## config.mk

```make
export PLATFORM = sky130hd
export DESIGN_NAME = sram_like_arbiter
export DESIGN_NICKNAME = d
export VERILOG_FILES = /design/src/rtl/sram_like_arbiter.sv
export SDC_FILE = /design/constraint.sdc
export NUM_CORES = 1
export LEC_CHECK = 0
export BUFFER_PORTS_ARGS = -buffer_cell sky130_fd_sc_hd__buf_2
export CORE_AREA = 2 2 114 116
export DETAILED_ROUTE_END_ITERATION = 6
export DIE_AREA = 0 0 116 118
export SYNTH_ARGS = -nofsm -noshare
export SYNTH_HDL_FRONTEND = slang
export SYNTH_SLANG_ARGS = --single-unit
```

## constraint.sdc

```tcl
create_clock -name clk -period 2.44 [get_ports clk]
set_input_delay 0.488 -clock clk [delete_from_list [all_inputs] [get_ports clk]]
set_output_delay 0.488 -clock clk [all_outputs]
set_load 0.05 [all_outputs]
```

## src/rtl/sram_like_arbiter.sv

```systemverilog
// sram_like_arbiter
//   Arbitrates NUM_CH upstream masters (e.g. IF fetch, EXE load/store) onto a
//   single SRAM-like bus with a req/addr_ok/data_ok handshake. In-flight
//   transactions are tracked in issue order so that every data_ok is steered
//   back to the channel that issued it.
//
// Handshake semantics:
//   An address phase completes ("fire") in any cycle where req & addr_ok.
//   A data phase completes in any cycle where data_ok is high. Responses
//   return strictly in address-phase order. A master must hold its request
//   fields stable until it sees its ch_addr_ok bit.
//
// Ports:
//   clk, reset          clock (rising edge), synchronous active-high reset
//   ch_req/ch_wr        per-channel request / write flag
//   ch_size             per-channel size, 2 bits each (0=byte,1=half,2=word)
//   ch_wstrb            per-channel byte strobes, DATA_W/8 bits each
//   ch_addr/ch_wdata    per-channel address / write data
//   ch_addr_ok          one-hot (or zero) accept back to the granted channel
//   ch_data_ok          one-hot (or zero) response to the oldest issuer
//   ch_rdata            read data broadcast to all channels
//   req,wr,size,wstrb,addr,wdata   downstream request, muxed from the grant
//   addr_ok,data_ok,rdata          downstream accept / response / read data
//   outstanding         number of transactions in flight
//   err_unexpected      sticky flag: data_ok arrived with nothing in flight
module sram_like_arbiter #(
    parameter int NUM_CH          = 2,
    parameter int ADDR_W          = 32,
    parameter int DATA_W          = 32,
    parameter int MAX_OUTSTANDING = 4
) (
    input  logic                             clk,
    input  logic                             reset,
    input  logic [NUM_CH-1:0]                ch_req,
    input  logic [NUM_CH-1:0]                ch_wr,
    input  logic [2*NUM_CH-1:0]              ch_size,
    input  logic [NUM_CH*DATA_W/8-1:0]       ch_wstrb,
    input  logic [NUM_CH*ADDR_W-1:0]         ch_addr,
    input  logic [NUM_CH*DATA_W-1:0]         ch_wdata,
    output logic [NUM_CH-1:0]                ch_addr_ok,
    output logic [NUM_CH-1:0]                ch_data_ok,
    output logic [DATA_W-1:0]                ch_rdata,
    output logic                             req,
    output logic                             wr,
    output logic [1:0]                       size,
    output logic [DATA_W/8-1:0]              wstrb,
    output logic [ADDR_W-1:0]                addr,
    output logic [DATA_W-1:0]                wdata,
    input  logic                             addr_ok,
    input  logic                             data_ok,
    input  logic [DATA_W-1:0]                rdata,
    output logic [$clog2(MAX_OUTSTANDING):0] outstanding,
    output logic                             err_unexpected
);

    localparam int ID_W  = (NUM_CH > 1) ? $clog2(NUM_CH) : 1;
    localparam int PTR_W = $clog2(MAX_OUTSTANDING);
    localparam int CNT_W = PTR_W + 1;
    localparam int SW    = DATA_W / 8;

    logic [ID_W-1:0]  rr_ptr_q, rr_ptr_d;
    logic             lock_q, lock_d;
    logic [ID_W-1:0]  lock_id_q, lock_id_d;
    logic [CNT_W-1:0] cnt_q, cnt_d;
    logic [PTR_W-1:0] wr_ptr_q, wr_ptr_d;
    logic [PTR_W-1:0] rd_ptr_q, rd_ptr_d;
    logic             err_q, err_d;
    logic [ID_W-1:0]  fifo_q [MAX_OUTSTANDING];

    logic             full, empty, any_req, fire, pop;
    logic             hi_found;
    logic [ID_W-1:0]  scan_hi, scan_any, scan_grant, grant, head_id;

    assign full    = (cnt_q == CNT_W'(MAX_OUTSTANDING));
    assign empty   = (cnt_q == '0);
    assign head_id = fifo_q[rd_ptr_q];

    // Round-robin scan: lowest requester at or above rr_ptr wins; if none,
    // wrap around to the lowest requester overall. Descending loop so the
    // last assignment is the lowest index.
    always_comb begin
        hi_found = 1'b0;
        scan_hi  = '0;
        scan_any = '0;
        for (int c = NUM_CH - 1; c >= 0; c--) begin
            if (ch_req[ID_W'(c)]) begin
                scan_any = ID_W'(c);
                if (ID_W'(c) >= rr_ptr_q) begin
                    scan_hi  = ID_W'(c);
                    hi_found = 1'b1;
                end
            end
        end
        scan_grant = hi_found ? scan_hi : scan_any;
    end

    assign grant = lock_q ? lock_id_q : scan_grant;

    // While locked only the locked channel's request counts, so a master that
    // drops its request mid-stall can never be pushed on behalf of another.
    assign any_req = lock_q ? ch_req[lock_id_q] : |ch_req;
    assign req     = any_req & ~full & ~reset;
    assign fire    = req & addr_ok;
    assign pop     = data_ok & ~empty & ~reset;

    // Zero-latency field mux and one-hot handshake fan-out.
    always_comb begin
        wr         = 1'b0;
        size       = '0;
        wstrb      = '0;
        addr       = '0;
        wdata      = '0;
        ch_addr_ok = '0;
        ch_data_ok = '0;
        for (int c = 0; c < NUM_CH; c++) begin
            if (ID_W'(c) == grant) begin
                wr    = ch_wr[ID_W'(c)];
                size  = ch_size[2*c +: 2];
                wstrb = ch_wstrb[SW*c +: SW];
                addr  = ch_addr[ADDR_W*c +: ADDR_W];
                wdata = ch_wdata[DATA_W*c +: DATA_W];
            end
            ch_addr_ok[ID_W'(c)] = fire & (ID_W'(c) == grant);
            ch_data_ok[ID_W'(c)] = pop & (ID_W'(c) == head_id);
        end
    end

    assign ch_rdata       = rdata;
    assign outstanding    = cnt_q;
    assign err_unexpected = err_q;

    // Next-state logic.
    always_comb begin
        rr_ptr_d  = rr_ptr_q;
        lock_d    = lock_q;
        lock_id_d = lock_id_q;
        cnt_d     = cnt_q;
        wr_ptr_d  = wr_ptr_q;
        rd_ptr_d  = rd_ptr_q;
        err_d     = err_q;

        if (fire) begin
            wr_ptr_d = wr_ptr_q + 1'b1;
            rr_ptr_d = (grant == ID_W'(NUM_CH - 1)) ? '0 : grant + 1'b1;
            lock_d   = 1'b0;
        end else if (lock_q && !ch_req[lock_id_q]) begin
            lock_d = 1'b0;
        end else if (req && !addr_ok) begin
            // Freeze the grant so downstream fields stay stable during a stall.
            lock_d    = 1'b1;
            lock_id_d = grant;
        end

        if (pop) begin
            rd_ptr_d = rd_ptr_q + 1'b1;
        end

        if (fire && !pop) begin
            cnt_d = cnt_q + 1'b1;
        end else if (pop && !fire) begin
            cnt_d = cnt_q - 1'b1;
        end

        if (data_ok && empty) begin
            err_d = 1'b1;
        end
    end

    always_ff @(posedge clk) begin
        if (reset) begin
            rr_ptr_q  <= '0;
            lock_q    <= 1'b0;
            lock_id_q <= '0;
            cnt_q     <= '0;
            wr_ptr_q  <= '0;
            rd_ptr_q  <= '0;
            err_q     <= 1'b0;
        end else begin
            rr_ptr_q  <= rr_ptr_d;
            lock_q    <= lock_d;
            lock_id_q <= lock_id_d;
            cnt_q     <= cnt_d;
            wr_ptr_q  <= wr_ptr_d;
            rd_ptr_q  <= rd_ptr_d;
            err_q     <= err_d;
            if (fire) begin
                fifo_q[wr_ptr_q] <= grant;
            end
        end
    end

endmodule

```

==> results of run 1 <==
-- worst paths after layout --
| path | start | endpoint | slack, ns | depth (start not counted) |
|---|---|---|---|---|
| worst max-delay path | lock_id_q | ch_addr_ok[0] | 0.11 | 6 |
| worst min-delay path | err_unexpected | err_unexpected | 0.47 | 2 |
| worst max register to register | lock_id_q | outstanding[2] | 0.15 | 9 |
| worst min register to register | err_unexpected | err_unexpected | 0.47 | 2 |
-- final cells by class --
cell class | instances | area, sq um | share of cell area
Multi-Input combinational cell | 121 | 1215 | 0.3973
Timing Repair Buffer | 227 | 1164 | 0.3805
Inverter | 3 | 11.26 | 0.003682
Sequential cell | 16 | 364.1 | 0.1191
Tap cell | 172 | 215.2 | 0.07038
Clock buffer | 4 | 88.84 | 0.02905
-- cell families after synthesis --
group	count (synthesis)
mux	73
flops	16
xor+xnor	4
simple gates	27
compound gates	9
fa+ha+maj	6
other cells	1
buf+inv	47
-- per-layer routing --
metal  up-vias  GRT usage  wire length, microns
li1        988          -                     -
met4         0    0.02232                    94
met1       945     0.1027                  2847
met5         -          0                     0
met3         8    0.02163                   756
met2       138     0.1451                  3140
-- synthesized netlist by cell type, drive strengths merged --
| cell | instances |
|---|---|
| a21oi | 3 |
| nand3 | 2 |
| dfxtp | 12 |
| clkbuf | 1 |
| nor3b | 1 |
| o21a | 1 |
| o21ai | 2 |
| edfxtp | 4 |
| nand2b | 1 |
| fa | 1 |
| buf | 43 |
| inv | 3 |
| mux2 | 70 |
| and2b | 1 |
| nor2 | 9 |
| o31ai | 1 |
| a221oi | 1 |
| nand3b | 1 |
| and3 | 4 |
| mux2i | 2 |
| xor2 | 4 |
| mux4 | 1 |
| and2 | 2 |
| or2b | 1 |
| or3 | 2 |
| conb | 1 |
| nand4b | 1 |
| nor3 | 2 |
| ha | 5 |
| a2111oi | 1 |
-- tightest hold or removal path, stage by stage (launching register included) --
cell and delay, ns:
dfxtp_1 0.32, a21oi_1 0.04, nor2_1 0.07
-- through the flow --
stage	std cells	utilization	power (mW)	worst slack (ns)
5_1_grt	543	0.2463	1.537	0.02036
3_5_place_dp	539	0.2390	1.120	-0.007593
2_1_floorplan	184	-	1.022	-0.4297
4_1_cts	543	0.2461	1.475	0.06509
3_3_place_gp	539	0.2390	1.107	0.02542
6_report	543	0.2463	1.463	0.1124
-- power breakdown --
part           switching (mW)  internal (mW)  leakage, nW
Combinational           0.489          0.272         1.34
Sequential             0.0405          0.312        0.134
Clock                   0.100          0.249       0.0442
-- timing repair --
action	CTS	global route
endpoints found under the setup margin	0	1
gates resized for setup	0	1
hold endpoints to repair	0	0
setup buffers	0	0
==> metrics.yaml, run 1 <==
status: "complete, no violations"
timing.critical_path.arrival_ns: 1.84
fillers: 1353
grt_setup_unrepaired: "false"
synth.lib_cells_used.distinct: 32
fmaxAchievable_mhz: 429.6
netlist_area_sq_um: 1858
cell_with_the_largest_stage_delay_on_the_worst_path: "a2111oi_4"
overflow: 0
drv_cap: 0
grt_first_pass_wirelength_microns: 9197
dominant_combinational_cell_family_by_area_after_synthesis: "multiplexers"
syn_to_final_growth_pct: 64.58
vias: 2079
most_used_cells_in_the_layout_excluding_fill_and_tap_cells: "221 x buf_2, 70 x mux2_2, 9 x nor2_1, 9 x dfxtp_1"
grt_pass1_vias: 1923
synth.mux.area_fraction: 0.4471
wl_per_cell_microns: 12.59
sequential_fraction_of_the_synthesis_area: 0.1939
via_per_inst: 3.829
clock_edge_transition_at_the_registers_on_the_reported_setup_and_hold_paths_ns: 0.05
crit_family: "compound AO/OA/AOI/OAI gates"
crit_path_start_kind: "register"
n_antenna_cell: 0
1st_pass_router_iterations: 4
synth_xor_area_frac: 0.01886
synth_cells: 183
final.setup.tns_ns: 0
port-buffer-count: 222
initial_core_util: 0.1497
critPathMaxStageDelay_ns: 0.36
initialDrtViolationCount: 64
min_clock_period_post_route_ns: 2.328
synth_largest_area_cell: "mux2_2"
hold_path.class: "register to register"
ctsRootBufferMaster: "clkbuf_16"
cts_max_level: 1
cts_tree: "done"
synth-compound-area-share: 0.04108
synth.avg_cell_area_sq_um: 10.15
clock-skew-final_ns: 0.002205
timing.critical_path.buf_inv: 2
worstPathMaxFanout: 3
clockBufferDepth: 2
placement_row_count: 41
layout.cell_area.non_filler_sq_um: 3058
timing.critical_path.required_ns: 1.95
report.final.hold_viol_count: 0
die_h_microns: 118
globalRouteTotalUtil: 0.08414
drc_errors: 0
antenna_violating_nets_post_route: 0
final_layout_size_suffix_gt1_frac: 0.8437
final.hold.worst_slack_ns: 0.4659
finalMaxSlewViolations: 0
yosys_register_bits: 16
largest_cells_by_area_after_synthesis: "mux2_2 42%, buf_4 14%, dfxtp_1 13%, edfxtp_1 6.5%, ha_1 3.4%"
design.die.area_sq_um: 13690
place.detailed.hpwl_microns: 6045
cp_cell_sequence: "mux2i_4, a2111oi_4, and2_4, buf_4, and2b_2, clkbuf_4"
p_leak_nw: 1.519
worstSetupEndpointType: "primary output"
placed_cell_area_sq_um: 2967
numClockSinks: 16
cts-buffers-inserted: 3
worst-setup-path-type: "register to primary output"
synth-simple-area-share: 0.08148
grt_max_degree: 57
mostFrequentLayoutCell: "buf_2"
num_io_pins: 292
final_weighted_congestion_in_routability_driven_placement: 0.7940
totalWireLength_microns: 6838
core_area_sq_um: 12410
number_of_nets_in_the_layout: 558
ir_worst_vdd_v: 0.0004319
ctsHoldBuffers: 0
insertion_delay_ns: 0.24
power_density_over_the_cells_nw_per_um2: 478.5
yosys.area_share.adder: 0.04444
number_of_antenna_violations_at_the_first_check_in_global_routing: 0
setup_violations: 0
synth-warning-count: 0
synth_top_area_share: 0.4242
fp.dieW_microns: 116
final.period_utilization: 0.9539
Note: power is estimated with default switching activity, not from simulation.
==> run 2: changes to the inputs <==
--- a/config.mk
+++ b/config.mk
@@ -5,10 +5,11 @@
 export SDC_FILE = /design/constraint.sdc
 export NUM_CORES = 1
 export LEC_CHECK = 0
+export ABC_AREA = 1
 export BUFFER_PORTS_ARGS = -buffer_cell sky130_fd_sc_hd__buf_2
-export CORE_AREA = 2 2 114 116
+export CORE_AREA = 2 2 115 117
 export DETAILED_ROUTE_END_ITERATION = 6
-export DIE_AREA = 0 0 116 118
+export DIE_AREA = 0 0 117 119
 export SYNTH_ARGS = -nofsm -noshare
 export SYNTH_HDL_FRONTEND = slang
 export SYNTH_SLANG_ARGS = --single-unit
==> metrics.yaml, run 2 <==
status: "complete, no violations"
1st_pass_router_iterations: 4  # unchanged
insertion_delay_ns: 0.25  # about the same
clock_edge_transition_at_the_registers_on_the_reported_setup_and_hold_paths_ns: 0.05  # about the same
design.die.area_sq_um: 13920  # +1.7%
synth_cells: 365  # +99%
ctsRootBufferMaster: "clkbuf_16"
num_io_pins: 292  # unchanged
overflow: 0  # unchanged
final.period_utilization: 0.8603  # -0.09361
crit_path_start_kind: "register"
net-switching-power_mw: 0.5719  # -9.2%
synth.avg_cell_area_sq_um: 5.375  # -47%
power_density_over_the_cells_nw_per_um2: 423.7  # -11%
core_area_sq_um: 12870  # +3.7%
vias: 2658  # +28%
net_switching_share_of_the_total_power: 0.4330  # +0.002279
grt_first_pass_wirelength_microns: 10020  # +8.9%
dp_cells: 719  # +33%
fmaxAchievable_mhz: 476.4  # +11%
share_clk_of_total_power: 0.268  # +0.029
grt_setup_unrepaired: "false"
syn_to_final_growth_pct: 58.93
report.final.hold_viol_count: 0  # unchanged
yosys_register_bits: 16  # unchanged
min_clock_period_post_route_ns: 2.099  # -0.2284 ns
place_ws_ns: 0.3941  # +0.4017 ns
setup_violations: 0  # unchanged
ff2ff_setup_slack_ns: 0.52  # +0.37 ns
number_of_antenna_violations_at_the_first_check_in_global_routing: 0  # unchanged
wl_per_cell_microns: 9.541  # -24%
mostFrequentLayoutCell: "nand2_1"
numClockSinks: 16  # unchanged
synthMostInstantiatedCell: "nand2_1"
intPower_mw: 0.7490  # -10%
finalMaxSlewViolations: 0  # unchanged
post_cts.resized_instances: 0  # unchanged
most_used_cells_in_the_layout_excluding_fill_and_tap_cells: "230 x nand2_1, 220 x buf_2, 20 x inv_1, 15 x nor2_1, 12 x dfxtp_1"
n_antenna_cell: 0  # unchanged
timing.critical_path.required_ns: 1.95  # about the same
number_of_nets_in_the_layout: 734  # +32%
ir_worst_vdd_v: 0.0002390  # -45%
final_layout_size_suffix_gt1_frac: 0.4333  # -0.4104
async_reset_ff_frac: 0  # unchanged
sequential_fraction_of_the_synthesis_area: 0.1837  # -0.01027
via_per_inst: 3.676  # -4.0%
fillers: 1477  # +9.2%
final_critical_path_setup_slack_ns: 0.3408  # +0.2284 ns
synth_top_area_share: 0.4401  # +0.01581
place.detailed.hpwl_microns: 5580  # -7.7%
grt_max_degree: 76  # +33%
postCtsSetupBuffers: 0  # unchanged
fp.dieW_microns: 117  # +0.86%
synth.lib_cells_used.distinct: 23  # -28%
cts-buffers-inserted: 3  # unchanged
initialDrtViolationCount: 127  # +98%
clockBufferDepth: 2  # unchanged
cts_tree: "done"
final_weighted_congestion_in_routability_driven_placement: 0.7354  # -7.4%
comb_power_share: 0.495  # -0.025
synth_largest_area_cell: "nand2_1"
power.share.sequential: 0.237  # -0.004
grt.met2_usage: 0.1405  # -0.004568
worstSetupEndpointType: "primary output"
global_route.peak_usage_layer: "met2"
synth_enable_flop_cells: 4  # unchanged
grt_pass1_vias: 2158  # +12%
grt_use_met3: 0.01985  # -0.001780
totalPowerFinal_mw: 1.321  # -9.7%
die_h_microns: 119  # +0.85%
p_leak_nw: 1.925  # +27%
synth_top_flop_cell: "dfxtp_1"
antenna_violating_nets_post_route: 0  # unchanged
totalWireLength_microns: 6898  # +0.88%
synth-warning-count: 0  # unchanged
clock-skew-final_ns: 0.001393  # -0.0008120 ns
drv_cap: 0  # unchanged
netlist_area_sq_um: 1962  # +5.6%
placement_row_count: 42  # +2.4%
worstPathMaxFanout: 75  # +72
worst-setup-path-type: "register to primary output"
port-buffer-count: 222  # unchanged
drc_errors: 0  # unchanged
globalRouteTotalUtil: 0.08920  # +0.005055
synth.cells.most_frequent: "230 x nand2_1, 42 x buf_4, 20 x inv_1"
hold_path.class: "input pin to register"
timing.critical_path.arrival_ns: 1.61  # -0.23 ns
final.setup.tns_ns: 0  # unchanged
final_cells: 723  # +33%
ctsHoldBuffers: 0  # unchanged
grtUsageMet1: 0.1182  # +0.01554
initial_core_util: 0.1524  # +0.002714
cts_max_level: 1  # unchanged
largest_cells_by_area_after_synthesis: "nand2_1 44%, buf_4 16%, dfxtp_1 12%, edfxtp_1 6.1%, inv_1 3.8%"
run 2: cell count changes in the layout (fill, tap and decap cells not counted), moves of 4 or more:
cell     delta
nand2_1   +230
mux2_2     -70
inv_1      +18
nor2_1      +6
a21oi_1     +5
and3_1      -4
run 2: worst paths after layout:
check / to / from / cells past startpoint
worst max-delay path: size[0] / lock_q / 6
worst min-delay path: register / reset / 2
worst max register to register: outstanding[2] / outstanding[0] / 11
worst min register to register: err_unexpected / err_unexpected / 2
run 2: cell type report:
cell class | count | area, sq um | share of cell area
well taps | 176 | 220.2 | 0.07063
repair buffers | 227 | 1191 | 0.3820
multi-input cells | 279 | 1179 | 0.3780
flip-flops and latches | 16 | 360.3 | 0.1156
inverters | 21 | 78.83 | 0.02528
clock buffers | 4 | 88.84 | 0.02849
run 2: metrics by stage:
stage / util / hold slack, ns / instance area, sq um
5_1_grt: 0.2422 / 0.4853 / 3118
3_5_place_dp: 0.2353 / 0.4482 / 3029
6_report: 0.2422 / 0.4608 / 3118
2_1_floorplan: - / 0.4637 / 1966
3_3_place_gp: 0.2353 / 0.4406 / 3029
4_1_cts: 0.2422 / 0.4617 / 3118
run 2: cells by family (layout without fill, tap and decap cells):
logic type	after synthesis	after routing	synth area share
xor gates and xnor gates	1	1	0.004465
other	1	2	0.001911
and+or+nand+nor	256	256	0.5128
DFF	16	16	0.1837
AOI/OAI and AO/OA	14	14	0.03763
buffers and inverters	71	252	0.2175
adders and majority gates	6	6	0.04209
run 2: routing by layer:
layer / share of wire / up-vias
met3: 0.093 / 17
li1: - / 1420
met5: 0 / -
met4: 0.021 / 0
met2: 0.46 / 147
met1: 0.43 / 1074
run 2: critical path, stage by stage (launching register included):
cell and delay (ns):
dfxtp_1 0.42, nand2_2 0.10, inv_2 0.08, buf_12 0.24, nand2_1 0.14, nand2_1 0.08
buf_2 0.25
run 2: power groups by stage:
stage,Combinational [mW],Clock [mW],Sequential (mW)
final,0.654,0.354,0.313
after global routing,0.708,0.378,0.316
after CTS,0.657,0.362,0.314
after detailed placement,0.654,0,0.319
after global placement,0.654,0,0.318
after floorplan,0.535,0,0.361
